==> config.mk <==
export PLATFORM = sky130hd
export DESIGN_NAME = fir_tap_sequencer_flat
export DESIGN_NICKNAME = d
export VERILOG_FILES = /design/src/rtl/fir_pkg.sv /design/src/rtl/fir_tap_sequencer_if.sv /design/src/rtl/fir_tap_store.sv /design/src/rtl/fir_tap_sequencer.sv /design/src/flat_wrapper.sv
export SDC_FILE = /design/constraint.sdc
export NUM_CORES = 1
export LEC_CHECK = 0
export ABC_AREA = 1
export BUFFER_PORTS_ARGS = -buffer_cell sky130_fd_sc_hd__clkbuf_2
export CAP_MARGIN = 30
export CORE_MARGIN = 5
export CORE_UTILIZATION = 40
export CTS_BUF_LIST = sky130_fd_sc_hd__clkbuf_4 sky130_fd_sc_hd__clkbuf_8
export DETAILED_ROUTE_END_ITERATION = 10
export HOLD_SLACK_MARGIN = 0.03
export PLACE_DENSITY_LB_ADDON = 0.25
export SLEW_MARGIN = 20
export SYNTH_ARGS = -nofsm -noshare
export SYNTH_HDL_FRONTEND = slang
export SYNTH_HIERARCHICAL = 1
export SYNTH_SLANG_ARGS = --single-unit
==> constraint.sdc <==
create_clock -name clk -period 3.4 [get_ports clk]
set_input_delay 0.17 -clock clk [delete_from_list [all_inputs] [get_ports clk]]
set_output_delay 0.17 -clock clk [all_outputs]
set_load 0.02 [all_outputs]
==> src/rtl/fir_pkg.sv <==
`default_nettype none
// ============================================================================
//  Module      : fir_pkg
//  Description : Shared types and defaults for the FIR tap sequencer:
//                sequencer state encoding, default geometry and the
//                accumulator width derivation.
//  Revision    : 1.0 - initial release
// ============================================================================
package fir_pkg;

  localparam int C_DEF_TAPS = 4;
  localparam int C_DEF_DW   = 8;
  localparam int C_DEF_CW   = 8;

  typedef enum logic [1:0] {
    IDLE  = 2'd0,
    RUN   = 2'd1,
    DRAIN = 2'd2,
    HOLD  = 2'd3
  } fir_state_t;

  // Full product width plus one growth bit per doubling of the tap count,
  // so the sum of all taps can never overflow.
  function automatic int acc_width(input int dw, input int cw, input int taps);
    return dw + cw + $clog2(taps);
  endfunction

endpackage
`default_nettype wire

==> src/rtl/fir_tap_sequencer_if.sv <==
`default_nettype none
// ============================================================================
//  Module      : fir_tap_sequencer_if
//  Description : Bundle of the sequencer's coefficient port, sample stream,
//                MAC strobes and result stream. The slave modport is the
//                sequencer's view, the master modport the surrounding logic.
//  Revision    : 1.0 - initial release
// ============================================================================
interface fir_tap_sequencer_if import fir_pkg::*; #(
  parameter int DW    = C_DEF_DW,
  parameter int CW    = C_DEF_CW,
  parameter int IDX_W = $clog2(C_DEF_TAPS),
  parameter int ACCW  = acc_width(C_DEF_DW, C_DEF_CW, C_DEF_TAPS)
) ();

  logic                    cfg_we;
  logic [IDX_W-1:0]        cfg_idx;
  logic signed [CW-1:0]    cfg_data;
  logic                    cfg_ack;

  logic                    s_valid;
  logic signed [DW-1:0]    s_data;
  logic                    s_ready;

  logic signed [DW-1:0]    tap_sample;
  logic signed [CW-1:0]    tap_coef;
  logic                    mac_en;
  logic                    mac_clr;
  logic signed [ACCW-1:0]  acc_in;

  logic                    m_valid;
  logic signed [ACCW-1:0]  m_data;
  logic                    m_ready;

  modport slave (
    input  cfg_we, cfg_idx, cfg_data,
    output cfg_ack,
    input  s_valid, s_data,
    output s_ready,
    output tap_sample, tap_coef, mac_en, mac_clr,
    input  acc_in,
    output m_valid, m_data,
    input  m_ready
  );

  modport master (
    output cfg_we, cfg_idx, cfg_data,
    input  cfg_ack,
    output s_valid, s_data,
    input  s_ready,
    input  tap_sample, tap_coef, mac_en, mac_clr,
    output acc_in,
    input  m_valid, m_data,
    output m_ready
  );

endinterface
`default_nettype wire

==> src/rtl/fir_tap_store.sv <==
`default_nettype none
// ============================================================================
//  Module      : fir_tap_store
//  Description : Sample delay line and coefficient register file with a
//                single tap-indexed read port. Entry 0 holds the newest
//                sample; a shift strobe moves every entry one place older.
//  Revision    : 1.0 - initial release
// ============================================================================
module fir_tap_store import fir_pkg::*; #(
  parameter int TAPS  = C_DEF_TAPS,
  parameter int DW    = C_DEF_DW,
  parameter int CW    = C_DEF_CW,
  parameter int IDX_W = $clog2(TAPS)
) (
  input  logic                   clk,
  input  logic                   rst_n,
  input  logic                   shift_en,
  input  logic signed [DW-1:0]   shift_data,
  input  logic                   coef_we,
  input  logic [IDX_W-1:0]       coef_idx,
  input  logic signed [CW-1:0]   coef_data,
  input  logic [IDX_W-1:0]       rd_idx,
  output logic signed [DW-1:0]   rd_sample,
  output logic signed [CW-1:0]   rd_coef
);

  logic signed [DW-1:0] w_dline [TAPS];
  logic signed [CW-1:0] w_coef  [TAPS];

  for (genvar k = 0; k < TAPS; k++) begin : g_tap
    logic signed [DW-1:0] r_d;
    logic signed [CW-1:0] r_c;

    if (k == 0) begin : g_head
      // Newest sample enters the head of the delay line
      always_ff @(posedge clk or negedge rst_n) begin
        if (!rst_n)        r_d <= '0;
        else if (shift_en) r_d <= shift_data;
      end
    end else begin : g_body
      // Older entries take their younger neighbour's value
      always_ff @(posedge clk or negedge rst_n) begin
        if (!rst_n)        r_d <= '0;
        else if (shift_en) r_d <= w_dline[k-1];
      end
    end

    // Coefficient k loads only when addressed; out-of-range indices match no entry
    always_ff @(posedge clk or negedge rst_n) begin
      if (!rst_n)                                  r_c <= '0;
      else if (coef_we && (coef_idx == IDX_W'(k))) r_c <= coef_data;
    end

    assign w_dline[k] = r_d;
    assign w_coef[k]  = r_c;
  end

  assign rd_sample = w_dline[rd_idx];
  assign rd_coef   = w_coef[rd_idx];

endmodule
`default_nettype wire

==> src/rtl/fir_tap_sequencer.sv <==
`default_nettype none
// ============================================================================
//  Module      : fir_tap_sequencer
//  Description : Time-multiplexes one external 1-cycle registered MAC over
//                all FIR taps. Accepts a sample, runs TAPS accumulate cycles,
//                waits one drain cycle for the last product, then holds the
//                result on a valid/ready output until taken.
//  Revision    : 1.0 - initial release
// ============================================================================
module fir_tap_sequencer import fir_pkg::*; #(
  parameter int TAPS  = C_DEF_TAPS,
  parameter int DW    = C_DEF_DW,
  parameter int CW    = C_DEF_CW,
  parameter int IDX_W = $clog2(TAPS),
  parameter int ACCW  = acc_width(DW, CW, TAPS)
) (
  input  logic                clk,
  input  logic                rst_n,
  fir_tap_sequencer_if.slave  bus
);

  localparam logic [IDX_W-1:0] C_LAST = IDX_W'(TAPS - 1);

  fir_state_t              r_state;
  logic [IDX_W-1:0]        r_cnt;
  logic                    r_mac_en;
  logic                    r_mac_clr;
  logic                    r_s_ready;
  logic                    r_m_valid;
  logic signed [ACCW-1:0]  r_m_data;
  logic                    r_cfg_ack;

  logic                    w_accept;
  logic                    w_cfg_wr;
  logic signed [DW-1:0]    w_tap_sample;
  logic signed [CW-1:0]    w_tap_coef;

  // s_ready is only ever high in IDLE, so it alone qualifies the accept
  assign w_accept = bus.s_valid & r_s_ready;
  // Coefficients may only change while no sample is in flight
  assign w_cfg_wr = bus.cfg_we & (r_state == IDLE);

  fir_tap_store #(
    .TAPS  (TAPS),
    .DW    (DW),
    .CW    (CW),
    .IDX_W (IDX_W)
  ) u_store (
    .clk        (clk),
    .rst_n      (rst_n),
    .shift_en   (w_accept),
    .shift_data (bus.s_data),
    .coef_we    (w_cfg_wr),
    .coef_idx   (bus.cfg_idx),
    .coef_data  (bus.cfg_data),
    .rd_idx     (r_cnt),
    .rd_sample  (w_tap_sample),
    .rd_coef    (w_tap_coef)
  );

  // Sequencer FSM: sample intake, tap counting, MAC strobes and result capture
  always_ff @(posedge clk or negedge rst_n) begin
    if (!rst_n) begin
      r_state   <= IDLE;
      r_cnt     <= '0;
      r_mac_en  <= 1'b0;
      r_mac_clr <= 1'b0;
      r_s_ready <= 1'b0;
      r_m_valid <= 1'b0;
      r_m_data  <= '0;
    end else begin
      case (r_state)
        IDLE: begin
          if (w_accept) begin
            r_state   <= RUN;
            r_cnt     <= '0;
            r_mac_en  <= 1'b1;
            r_mac_clr <= 1'b1;
            r_s_ready <= 1'b0;
          end else begin
            r_s_ready <= 1'b1;
          end
        end
        RUN: begin
          // Only the first tap loads the MAC; the rest accumulate
          r_mac_clr <= 1'b0;
          if (r_cnt == C_LAST) begin
            r_state  <= DRAIN;
            r_mac_en <= 1'b0;
          end else begin
            r_cnt <= r_cnt + 1'b1;
          end
        end
        DRAIN: begin
          // Last product has landed in the MAC register by this edge
          r_m_data  <= bus.acc_in;
          r_m_valid <= 1'b1;
          r_state   <= HOLD;
        end
        HOLD: begin
          if (bus.m_ready) begin
            r_m_valid <= 1'b0;
            r_s_ready <= 1'b1;
            r_state   <= IDLE;
          end
        end
        default: begin
          r_state   <= IDLE;
          r_mac_en  <= 1'b0;
          r_mac_clr <= 1'b0;
          r_m_valid <= 1'b0;
          r_s_ready <= 1'b0;
        end
      endcase
    end
  end

  // One-cycle acknowledge for every write taken in IDLE, even to an unused index
  always_ff @(posedge clk or negedge rst_n) begin
    if (!rst_n) r_cfg_ack <= 1'b0;
    else        r_cfg_ack <= w_cfg_wr;
  end

  assign bus.cfg_ack    = r_cfg_ack;
  assign bus.s_ready    = r_s_ready;
  assign bus.tap_sample = w_tap_sample;
  assign bus.tap_coef   = w_tap_coef;
  assign bus.mac_en     = r_mac_en;
  assign bus.mac_clr    = r_mac_clr;
  assign bus.m_valid    = r_m_valid;
  assign bus.m_data     = r_m_data;

endmodule
`default_nettype wire

==> src/flat_wrapper.sv <==
// flat-port wrapper written by rule: the top's interface ports become plain ports
module fir_tap_sequencer_flat import fir_pkg::*;
#(
  parameter int TAPS  = C_DEF_TAPS,
  parameter int DW    = C_DEF_DW,
  parameter int CW    = C_DEF_CW,
  parameter int IDX_W = $clog2(TAPS),
  parameter int ACCW  = acc_width(DW, CW, TAPS)
)
  (clk, rst_n, bus_cfg_we, bus_cfg_idx, bus_cfg_data, bus_cfg_ack, bus_s_valid, bus_s_data, bus_s_ready, bus_tap_sample, bus_tap_coef, bus_mac_en, bus_mac_clr, bus_acc_in, bus_m_valid, bus_m_data, bus_m_ready);
  fir_tap_sequencer_if #(.DW(DW), .CW(CW), .IDX_W(IDX_W), .ACCW(ACCW)) bus_i ();
  input  logic clk;
  input  logic rst_n;
  input wire logic [$bits(bus_i.cfg_we)-1:0] bus_cfg_we;
  input wire logic [$bits(bus_i.cfg_idx)-1:0] bus_cfg_idx;
  input wire logic [$bits(bus_i.cfg_data)-1:0] bus_cfg_data;
  output wire logic [$bits(bus_i.cfg_ack)-1:0] bus_cfg_ack;
  input wire logic [$bits(bus_i.s_valid)-1:0] bus_s_valid;
  input wire logic [$bits(bus_i.s_data)-1:0] bus_s_data;
  output wire logic [$bits(bus_i.s_ready)-1:0] bus_s_ready;
  output wire logic [$bits(bus_i.tap_sample)-1:0] bus_tap_sample;
  output wire logic [$bits(bus_i.tap_coef)-1:0] bus_tap_coef;
  output wire logic [$bits(bus_i.mac_en)-1:0] bus_mac_en;
  output wire logic [$bits(bus_i.mac_clr)-1:0] bus_mac_clr;
  input wire logic [$bits(bus_i.acc_in)-1:0] bus_acc_in;
  output wire logic [$bits(bus_i.m_valid)-1:0] bus_m_valid;
  output wire logic [$bits(bus_i.m_data)-1:0] bus_m_data;
  input wire logic [$bits(bus_i.m_ready)-1:0] bus_m_ready;
  assign bus_i.cfg_we = bus_cfg_we;
  assign bus_i.cfg_idx = bus_cfg_idx;
  assign bus_i.cfg_data = bus_cfg_data;
  assign bus_cfg_ack = bus_i.cfg_ack;
  assign bus_i.s_valid = bus_s_valid;
  assign bus_i.s_data = bus_s_data;
  assign bus_s_ready = bus_i.s_ready;
  assign bus_tap_sample = bus_i.tap_sample;
  assign bus_tap_coef = bus_i.tap_coef;
  assign bus_mac_en = bus_i.mac_en;
  assign bus_mac_clr = bus_i.mac_clr;
  assign bus_i.acc_in = bus_acc_in;
  assign bus_m_valid = bus_i.m_valid;
  assign bus_m_data = bus_i.m_data;
  assign bus_i.m_ready = bus_m_ready;
  fir_tap_sequencer #(.TAPS(TAPS), .DW(DW), .CW(CW), .IDX_W(IDX_W), .ACCW(ACCW)) u_core (.clk(clk), .rst_n(rst_n), .bus(bus_i));
endmodule
[Yosys cells after proc, flatten, opt, wreduce, memory -nomap -nowiden]
Cells that the tools add are included.
Word-level totals
  flip-flop bits (word level): 91
  bits in latches: 0
  bits in writable memories: 0
  bits in read-only memories: 0
  logic and storage cells: 69
  memories kept: 0
Cells by class
  $add $sub $neg: 1
  multipliers: 0
  div/mod/pow operators: 0
  order comparisons: 1
  eq/ne operators: 11
  shift-type cells: 0
  muxes and demuxes: 22
  bitwise operators: 3
  reductions and logical operators: 15
Operators with widths (number)
  8-bit binary-select mux with 2-bit select: 2
  8-bit two-way mux: 4
  2-bit == test, second input constant: 5
  2-bit two-way mux: 5
  3-bit AND reduction: 3
  1-bit case mux with 2 select lines: 4
  2-bit case mux with 4 select lines: 1
  2-bit inequality test, second input constant: 3
  2-bit AND reduction: 3
  2-bit nonzero test: 3
  1-bit two-way mux: 5
  2-bit by 1-bit == test with 1-bit output, second input constant: 2
  1-bit logical AND: 4
  2-bit zero test: 2
  2-bit case mux with 2 select lines: 1
  3-bit greater-or-equal comparator, second input constant: 1
  2-bit inverter with 3-bit output: 1
  2-bit by 1-bit adder with 2-bit output, second input constant: 1
  1-bit AND: 2
  2-bit by 1-bit inequality test with 1-bit output, second input constant: 1

[Longest topological paths before layout]
  depth in word-level cells: 4
  depth in mapped cells: 9

[Modules after synthesis]
The synthesis kept the hierarchy.
Modules (own cells, without submodules)
  fir_tap_store: instances 1, cells each 432, area an instance 3288.2 sq um, sequential area each 1601.5 sq um
  fir_tap_sequencer: instances 1, cells each 138, area an instance 1192.4 sq um, sequential area each 675.6 sq um

[Worst setup path after synthesis]
Ideal clock, no wire load.
  kind: reg2reg
  from: register u_core.r_state[0]
  to: register u_core.u_store.g_tap[3].r_c[5]
  arrival: 1.371 ns
  path slack: 1.912 ns
  stages on the path, launching flop included: 10
  path buffers: 2
  period minus slack after synthesis: 1.488 ns
  cell sequence: dfrtp_1 -> inv_1 -> ha_1 -> nand2_1 -> inv_1 -> buf_6 -> nand3_4 -> buf_6 -> nand2_1 -> o21ai_2
Between the ends
  longest elaborated chain between the ends: 3
RTL lines
  start, declared: RTL line fir_tap_sequencer.sv:24  | fir_state_t r_state;
  start signal, assigned: RTL line fir_tap_sequencer.sv:64  | r_state <= IDLE;
  start signal, assigned: RTL line fir_tap_sequencer.sv:75  | r_state <= RUN;
  start signal, assigned: RTL line fir_tap_sequencer.sv:88  | r_state <= DRAIN;
  2-bit zero test: RTL line fir_tap_sequencer.sv:41  | assign w_cfg_wr = bus.cfg_we & (r_state == IDLE);
  1-bit AND: RTL line fir_tap_sequencer.sv:41
  via u_core.w_cfg_wr: RTL line fir_tap_sequencer.sv:34  | logic w_cfg_wr;
  1-bit logical AND: RTL line fir_tap_store.sv:51  | else if (coef_we && (coef_idx == IDX_W'(k))) r_c <= coef_data;
  end signal, assigned: RTL line fir_tap_store.sv:51
  end, declared: RTL line fir_tap_store.sv:32  | logic signed [CW-1:0] r_c;
The timed path passes the listed nets, and every way through them passes these cells.
A chain may end at the register's enable or synchronous reset.

[Final worst setup path]
  from: register u_core.r_state[0]
  to: register u_core.u_store.g_tap[3].r_c[2]
Same word-level chain as after synthesis.

==> run summary <==
Total negative slack: 0 ns
Clock Path Buffers: 2
I/O pin total: 80
Vias after detailed routing: 3,776
Sequential area share after synthesis: 50.82%
Final hold viol count: 0
All-Layer GR Usage: 16.09%
Status: completed
Clk_skew: 0.006714 ns
Maximum clock rate: 485.4 MHz
Synth Register Bits: 91
Unrepaired setup endpoints after global routing: no
Setup WS pre-CTS: 1.356 ns
Synth warnings: 6
CP startpoint kind: flop
List of most frequent post-synthesis cells: nand2_1, dfrtp_1, inv_1, nand3_1, o21ai_0
Residual DRC: 0
Die area: 13,420 µm²
Hold crit path type: in -> reg
Port Buf Inserts: 79
Placer congestion estimate: 0.8255
Antenna cells: 0
Setup bufs post-CTS: 0
Crit-path max FO: 21
Count leader, synth: nand2_1
CTS sink cnt: 91
EDFF count, synth: 0
Die Wd: 115.8 µm
Synth async-reset ratio: 100.0%
Cell variety after synth: 21
Final core occ: 49.29%
Worst-Margin Slew: 0.7048 ns
ANT nets after route: 0
Vias in the first global route: 3,669
Reg-to-reg startpoint: u_core/r_state[0]
Initial Utilization: 41.15%
Worst setup margin: 1.340 ns
Period utilization: 60.60%
First-pass GRT wire length: 17,240 µm
Largest net degree at the start of global routing: 77
DRT Pass-1 Iters: 4
CTS tree: done
Final instance count without filler cells: 811
Register-to-Register Path Depth: 8
Num CTS Buffers: 9
Reg2Reg Capture Point: u_core/u_store/g_tap[3].r_c[2]
# nets final: 713
Post-CTS Resized: 0
WHS: 0.05911 ns
Max VDD drop: 0.4515 mV
PD cells: 894.5 nW/µm²
Mapped Area: 4481 µm²
Critical Path RT: 3.65 ns
Hold wc startpoint: bus_s_data[4]
CP Data Arrival Time: 2.31 ns
Rel. slew slack: 53.02%
Setup crit end: u_core/u_store/g_tap[3].r_c[2]
Post-Syn Nets: 617
Die Ht: 115.8 µm
Later-pin clock latency in the skew report: 0.36 ns
Syn Inst Count: 570
Detailed Route Iter0 Violations: 207
Layout area overhead: 19.77%
Yosys top cell area share: 50.82%
Dpl cells: 768
Post-Route WL: 10,210 µm
H-tree depth: 3
CTS clk-pin slew, worst paths: 0.09 ns
Leakage power: 2.982 nW
Root buf cell: clkbuf_8
Ys flop type: dfrtp_1
Period minus WS final: 2.060 ns
Avg Inst Size Synth: 7.861 µm²
Wire length per cell: 12.58 µm
Main area contributors after synthesis: dfrtp_1, nand2_1, inv_1, nand3_1, o21ai_0
Core outline area: 10,890 µm²
Max-slew violations: 0
CP Capture Type: flop
Worst Setup Path Type: reg -> reg
GRT Residual Overflow: 0
Yosys top cell by area: dfrtp_1
# setup viols final: 0
FP Rows: 38
Worst setup path start: u_core/r_state[0]
Max-cap violation count: 0
Share of cells above drive strength 1: 18.48%
Flop2flop setup slack: 1.34 ns
DP Wirelength: 6863 µm
Initial antenna violation count: 0
Routed vias/inst: 4.656
## worst min path at each step
stage,endpoint,depth (start not counted)
floorplan,u_core/bus.cfg_ack,0
global placement,u_core/bus.m_data[2],3
detailed placement,u_core/bus.m_data[3],3
CTS,u_core/u_store/g_tap[0].r_d[4],3
global route,u_core/u_store/g_tap[0].r_d[4],3
finish,u_core/u_store/g_tap[0].r_d[4],3
## critical path, stage by stage (launching register included)
cell	delay, ns
dfrtp_1	0.42
inv_1	0.12
ha_1	0.25
nand2_1	0.08
inv_1	0.28
buf_4	0.32
nand3_4	0.25
nand2_1	0.16
o21ai_2	0.06
## cell families (layout without fill, tap and decap cells)
family / count (synthesis) / after routing / share of synthesized area (%)
simple gates: 315 / 315 / 30.55
compound gates: 45 / 45 / 5.697
buf+inv: 113 / 214 / 11.25
fa+ha+maj: 6 / 6 / 1.675
flops: 91 / 91 / 50.82
## repair_timing
action,4_1_cts,5_1_grt
endpoints found under the hold margin,100,0
setup endpoints to repair,0,0
hold buffers,26,0
## registers in the layout, summed over array words and instances (netlist names)
name,cells
u_core/bus.cfg_ack,1
u_core/bus.m_data,18
u_core/bus.m_valid,1
u_core/bus.mac_clr,1
u_core/bus.mac_en,1
u_core/bus.s_ready,1
u_core/r_cnt,2
u_core/r_state,2
u_core/u_store/g_tap.r_c,32
u_core/u_store/g_tap.r_d,32
## per-stage QoR
stage	total power, mW	area, µm²
after floorplan	3.528	4481
after global placement	4.100	4913
after detailed placement	4.168	4913
after CTS	4.870	5346
after global routing	5.275	5366
final	4.800	5366
## cells in the final DEF (no fill, tap or decap)
cell type / instances
buf_12: 1
buf_4: 6
clkbuf_2: 78
clkbuf_4: 1
clkbuf_8: 9
clkinv_2: 2
clkinvlp_4: 3
dfrtp_1: 91
dlygate4sd3_1: 26
ha_1: 6
inv_1: 81
inv_2: 6
inv_6: 1
nand2_1: 243
nand2_2: 2
nand2_4: 2
nand3_1: 42
nand3_2: 1
nand3_4: 3
nand4_1: 20
nor2_1: 1
nor2_8: 1
o21ai_0: 35
o21ai_1: 2
o21ai_2: 8
## final cells by class
| type | instances | area (µm²) |
|---|---|---|
| inverters | 87 | 326.6 |
| flip-flops and latches | 91 | 2277 |
| well taps | 140 | 175.2 |
| multi-input cells | 366 | 1699 |
| fillers | 1058 | 5522 |
| clock buffers | 10 | 131.4 |
| clock inverters | 6 | 41.29 |
| repair buffers | 111 | 715.7 |
## where the power goes
part	switching [mW]	internal (mW)	total (mW)
clock network	0.383	0.274	0.657
logic	1.54	0.757	2.30
registers	0.264	1.58	1.85
## metal layers
layer,vias up,track usage [%],share of wire [%]
li1,1945,-,-
met1,1735,20.46,45
met2,92,27.66,50
met3,4,3.603,5.4
met4,0,4.563,0.33
met5,-,0,0
No activity file was read; power rests on OpenSTA's default activity.
